--- config.mk ---
export PLATFORM = sky130hd
export DESIGN_NAME = square_wave_meas
export DESIGN_NICKNAME = d
export VERILOG_FILES = /design/src/rtl/square_wave_meas_pkg.sv /design/src/rtl/sync_edge_detect.sv /design/src/rtl/square_wave_meas.sv
export SDC_FILE = /design/constraint.sdc
export NUM_CORES = 1
export LEC_CHECK = 0
export ABC_AREA = 1
export BUFFER_PORTS_ARGS = -buffer_cell sky130_fd_sc_hd__buf_2
export CAP_MARGIN = 20
export CORE_MARGIN = 3
export CORE_UTILIZATION = 54
export DETAILED_ROUTE_END_ITERATION = 16
export PLACE_DENSITY = 0.85
export RECOVER_POWER = 100
export SYNTH_ARGS = -nofsm -noshare
export SYNTH_HDL_FRONTEND = slang
export SYNTH_SLANG_ARGS = --single-unit
--- constraint.sdc ---
create_clock -name i_clk -period 2.7 [get_ports i_clk]
set_clock_uncertainty 0.05 [all_clocks]
set_input_delay 0.54 -clock i_clk [delete_from_list [all_inputs] [get_ports i_clk]]
set_output_delay 0.54 -clock i_clk [all_outputs]
set_load 0.03 [all_outputs]
--- src/rtl/square_wave_meas_pkg.sv ---
// Shared types and constants for the square-wave period measurement block.
// Holds the FSM state encoding and the saturation ceiling helper.
package square_wave_meas_pkg;

  typedef enum logic [1:0] {
    WAIT_RISE = 2'd0,
    HIGH      = 2'd1,
    LOW       = 2'd2
  } meas_state_e;

  // Largest value representable in 'width' bits, used as the counter ceiling.
  function automatic logic [31:0] sat_max(input int unsigned width);
    if (width >= 32) begin
      return '1;
    end
    return (32'd1 << width) - 32'd1;
  endfunction

endpackage

--- src/rtl/sync_edge_detect.sv ---
// Multi-flop synchronizer for an asynchronous level, followed by one delayed
// copy so single-cycle rise/fall pulses can be derived in the i_clk domain.
module sync_edge_detect #(
  parameter int unsigned SYNC_STAGES = 2
) (
  input  logic i_clk,
  input  logic i_reset,
  input  logic i_data,
  output logic o_rise,
  output logic o_fall
);

  logic [SYNC_STAGES-1:0] sync_q;
  logic [SYNC_STAGES-1:0] sync_d;
  logic                   prev_q;
  logic                   prev_d;
  logic                   level;

  assign level = sync_q[SYNC_STAGES-1];

  always_comb begin
    sync_d = {sync_q[SYNC_STAGES-2:0], i_data};
    prev_d = level;
  end

  always_ff @(posedge i_clk or posedge i_reset) begin
    if (i_reset) begin
      sync_q <= '0;
      prev_q <= 1'b0;
    end else begin
      sync_q <= sync_d;
      prev_q <= prev_d;
    end
  end

  assign o_rise = level & ~prev_q;
  assign o_fall = ~level & prev_q;

endmodule

--- src/rtl/square_wave_meas.sv ---
// Measures high/low phase lengths of an asynchronous square wave in i_clk
// cycles, strobing one (on, off) pair per completed period; flags saturation and a stuck input.
module square_wave_meas
  import square_wave_meas_pkg::*;
#(
  parameter int unsigned WIDTH       = 16,
  parameter int unsigned SYNC_STAGES = 2,
  parameter int unsigned TIMEOUT     = 65535
) (
  input  logic             i_clk,
  input  logic             i_reset,
  input  logic             i_data,
  input  logic             i_clear,
  output logic [WIDTH-1:0] o_on_duration,
  output logic [WIDTH-1:0] o_off_duration,
  output logic             o_valid,
  output logic             o_overflow,
  output logic             o_stuck
);

  localparam logic [WIDTH-1:0] CNT_MAX   = WIDTH'(sat_max(WIDTH));
  localparam logic [WIDTH-1:0] CNT_ONE   = WIDTH'(1);
  localparam logic [WIDTH-1:0] TIMEOUT_C = WIDTH'(TIMEOUT);

  logic rise;
  logic fall;

  sync_edge_detect #(
    .SYNC_STAGES(SYNC_STAGES)
  ) u_sync_edge_detect (
    .i_clk  (i_clk),
    .i_reset(i_reset),
    .i_data (i_data),
    .o_rise (rise),
    .o_fall (fall)
  );

  meas_state_e      state_q,    state_d;
  logic [WIDTH-1:0] on_cnt_q,   on_cnt_d;
  logic [WIDTH-1:0] off_cnt_q,  off_cnt_d;
  logic [WIDTH-1:0] idle_cnt_q, idle_cnt_d;
  logic [WIDTH-1:0] on_dur_q,   on_dur_d;
  logic [WIDTH-1:0] off_dur_q,  off_dur_d;
  logic             valid_q,    valid_d;
  logic             overflow_q, overflow_d;
  logic             stuck_q,    stuck_d;
  logic             sat_hit;

  always_comb begin
    state_d    = state_q;
    on_cnt_d   = on_cnt_q;
    off_cnt_d  = off_cnt_q;
    on_dur_d   = on_dur_q;
    off_dur_d  = off_dur_q;
    valid_d    = 1'b0;
    sat_hit    = 1'b0;

    if (rise || fall) begin
      idle_cnt_d = '0;
    end else if (idle_cnt_q == CNT_MAX) begin
      idle_cnt_d = idle_cnt_q;
    end else begin
      idle_cnt_d = idle_cnt_q + CNT_ONE;
    end

    // The edge cycle is the first cycle of the new phase, so the counter
    // being closed is not incremented on that cycle.
    case (state_q)
      WAIT_RISE: begin
        if (rise) begin
          on_cnt_d = CNT_ONE;
          state_d  = HIGH;
        end
      end
      HIGH: begin
        if (fall) begin
          off_cnt_d = CNT_ONE;
          state_d   = LOW;
        end else if (on_cnt_q == CNT_MAX) begin
          sat_hit = 1'b1;
        end else begin
          on_cnt_d = on_cnt_q + CNT_ONE;
        end
      end
      LOW: begin
        if (rise) begin
          on_dur_d  = on_cnt_q;
          off_dur_d = off_cnt_q;
          valid_d   = 1'b1;
          on_cnt_d  = CNT_ONE;
          state_d   = HIGH;
        end else if (off_cnt_q == CNT_MAX) begin
          sat_hit = 1'b1;
        end else begin
          off_cnt_d = off_cnt_q + CNT_ONE;
        end
      end
      default: begin
        state_d = WAIT_RISE;
      end
    endcase

    overflow_d = overflow_q | sat_hit;
    stuck_d    = (idle_cnt_d >= TIMEOUT_C);

    if (i_clear) begin
      state_d    = WAIT_RISE;
      on_cnt_d   = '0;
      off_cnt_d  = '0;
      idle_cnt_d = '0;
      on_dur_d   = on_dur_q;
      off_dur_d  = off_dur_q;
      valid_d    = 1'b0;
      overflow_d = 1'b0;
      stuck_d    = 1'b0;
    end
  end

  always_ff @(posedge i_clk or posedge i_reset) begin
    if (i_reset) begin
      state_q    <= WAIT_RISE;
      on_cnt_q   <= '0;
      off_cnt_q  <= '0;
      idle_cnt_q <= '0;
      on_dur_q   <= '0;
      off_dur_q  <= '0;
      valid_q    <= 1'b0;
      overflow_q <= 1'b0;
      stuck_q    <= 1'b0;
    end else begin
      state_q    <= state_d;
      on_cnt_q   <= on_cnt_d;
      off_cnt_q  <= off_cnt_d;
      idle_cnt_q <= idle_cnt_d;
      on_dur_q   <= on_dur_d;
      off_dur_q  <= off_dur_d;
      valid_q    <= valid_d;
      overflow_q <= overflow_d;
      stuck_q    <= stuck_d;
    end
  end

  assign o_on_duration  = on_dur_q;
  assign o_off_duration = off_dur_q;
  assign o_valid        = valid_q;
  assign o_overflow     = overflow_q;
  assign o_stuck        = stuck_q;

endmodule

==> out/qor.yml <==
status:
  status: "finished clean"
route:
  vias: 4110
  routed_via_density: 5.52
  drc: 0
  wl_um: 10200
  final_antenna_net_count: 0
  wl_per_cell_um: 13.7
  drt_iter0_drc: 315
  dr.pass1.iters: 5
yosys:
  synth_async_sr_flop_share_pct: 100
  synth_enable_flop_cells: 0
  ys.flop_type: "dfrtp_1"
  yosys-top-cells-area: "dfrtp_1 (47%), nand2_1 (12%), nand3_1 (5.6%)"
  synth_area_leader_cell: "dfrtp_1"
  synth-seq-cells: 88
  synth.avg_cell_area_um2: 7.84
  synth_cells: 597
  syn_nets: 610
  synth_top_area_share_pct: 47.0
  yosysWarnings: 0
  netlist_area_mm2: 0.00468
  synthTopCellsByCount: "nand2_1 (151), dfrtp_1 (88), inv_1 (62), nor2_1 (62), nand3_1 (52)"
  synth.most_common_cell: "nand2_1"
  synth_cell_types: 38
  synth-seq-area-share_pct: 47.0
final_layout:
  area_delta_synth_final_pct: 8.31
  fill_cells: 715
  diodes: 0
  final-seq-area_mm2: 0.00220
  instances_no_fill: 745
  drive_above_1_share_pct: 5.78
  finalNetCount: 648
  multi_input_area_mm2: 0.00210
clock_tree:
  hold_buffers: 0
  cts_max_level: 3
  cts_tree: "yes"
  cts_resized: 0
  ctsRootBufferMaster: "clkbuf_8"
  cts_made_buffers: 9
  clockBufferDepth: 2
  clock_sinks: 88
  post-cts-setup-buffers: 0
  path_clk_slew_ns: 0.09
  clk_latency_ns: 0.37
power:
  power_density_mw_per_mm2: 601
  power_leakage_nw: 2.25
  ir_drop_uv: 406
global_routing:
  first_global_vias: 3957
  gr-total-overflow: 0
  grt_pass1_wl_um: 17400
  grt_max_degree: 66
  groute.usage.overall_pct: 21.6
  antenna_found_initial: 0
timing:
  fmax_mhz: 410
  finalHoldViolCount: 0
  drv_slew: 0
  period_share_pct: 90.3
  setup_tns_ns: 0
  setup_violations: 0
  setup_ws_ns: 0.263
  rsz0062_at_grt: "false"
  tightest_slew_ns: 1.09
  fin_crit_ns: 2.44
  slew_headroom_pct: 26.9
place:
  place_congestion: 0.970
  io_buffers: 38
  dpl.cell_count: 729
  dp_hpwl_um: 7390
  place_ws_ns: 0.358
floorplan:
  rows: 33
  coreArea_mm2: 0.00830
  die_x_um: 99.1
  die_area_mm2: 0.00982
  io_pins: 39
  die_h_um: 99.1
  start_util_pct: 56.4
setup_path:
  crit_path_start_kind: "register"
  critPathCaptureType: "register"
  path_delay_family: "simple AND/OR/NAND/NOR gates"
  cpPeakStageDelay_ns: 0.41
  slowest_stage: "dfrtp_1"
  cp_common_cell: "nand2_1"
  path_buf_inv: 2
  arrival_ns: 2.65
  crit_required_ns: 2.91
  crit_chain: "inv_1 -> ha_1 -> inv_2 -> nor2_8 -> nand2_1 -> nand2_1 -> nor2_2 -> nand2_1 -> nand2_2 -> nand3_1 -> nand2_1 -> and2_1"
  critPathKind: "reg2reg"
  crit_path_max_fanout: 29
worst_hold_path:
  hold_path.class: "in2reg"
job:
  maxCapViolCount: 0
cell families (layout without fill, tap and decap cells):
kind of cell	after synthesis	in the layout	synth area share [%]
fa+ha+maj	9	9	2.41
simple gates	324	324	30.7
xor+xnor	20	20	3.74
compound gates	73	73	8.79
buf+inv	83	126	7.35
flops	88	88	47.0
layout make-up:
class / instances / area share [%]
inverters: 66 / 4.91
clock buffers: 11 / 2.99
clock inverters: 5 / 0.765
well taps: 105 / 2.59
repair buffers: 44 / 3.97
flip-flops and latches: 88 / 43.4
multi-input cells: 426 / 41.3
layer usage:
layer	wire (um)	vias to the layer above	GRT usage, %
met5	0	-	0
met2	4950	154	36.0
li1	-	1997	-
met4	183	0	9.24
met3	585	25	3.44
met1	4510	1934	28.1
cell usage in the layout, fill, tap and decap left out, drive strengths merged, types with 3 or more instances in the layout:
master,n
clkinv,3
inv,66
clkbuf,47
nand2,154
nor2,65
dfrtp,88
buf,8
a21oi,7
nor3,25
nand3b,4
o21ai,60
xor2,17
xnor2,3
nand3,52
nor3b,3
nand4,15
ha,9
registers in the layout, indices dropped and copies added, names as in the netlist:
| register | flops |
|---|---|
| idle_cnt_q | 16 |
| o_off_duration | 16 |
| o_on_duration | 16 |
| o_overflow | 1 |
| o_stuck | 1 |
| o_valid | 1 |
| off_cnt_q | 16 |
| on_cnt_q | 16 |
| state_q | 2 |
| u_sync_edge_detect.prev_q | 1 |
| u_sync_edge_detect.sync_q | 2 |
worst paths after layout:
path	start	slack [ns]	end	cells after the start
setup / recovery	state_q[0]$_DFFE_PP0P_	0.26	off_cnt_q[13]$_DFFE_PP0P_	12
hold / removal	i_data	0.23	u_sync_edge_detect.sync_q[0]$_DFF_PP0_	1
setup reg to reg	state_q[0]$_DFFE_PP0P_	0.26	off_cnt_q[13]$_DFFE_PP0P_	12
hold reg to reg	u_sync_edge_detect.sync_q[0]$_DFF_PP0_	0.31	u_sync_edge_detect.sync_q[1]$_DFF_PP0_	0
max in group asynchronous	i_reset	1.47	on_cnt_q[15]$_DFFE_PP0P_	3
min in group asynchronous	i_reset	0.32	idle_cnt_q[4]$_DFF_PP0_	2
power breakdown:
group,leakage (nW),internal (mW),switching [mW]
Clock,0.0959,0.390,0.487
Combinational,0.944,0.178,0.557
Sequential,1.21,1.38,0.0525
Total,2.25,1.95,1.10
per-stage QoR:
step,utilization (%),instance area (um^2),hold slack (ns),power [mW]
global route,61.1,5070,0.224,3.19
floorplan,-,4680,0.281,2.10
global placement,59.9,4970,0.290,2.20
CTS,62.1,5160,0.177,3.10
finish,61.1,5070,0.235,3.04
detailed placement,59.9,4970,0.289,2.22
No activity file was read; power rests on OpenSTA's default activity.
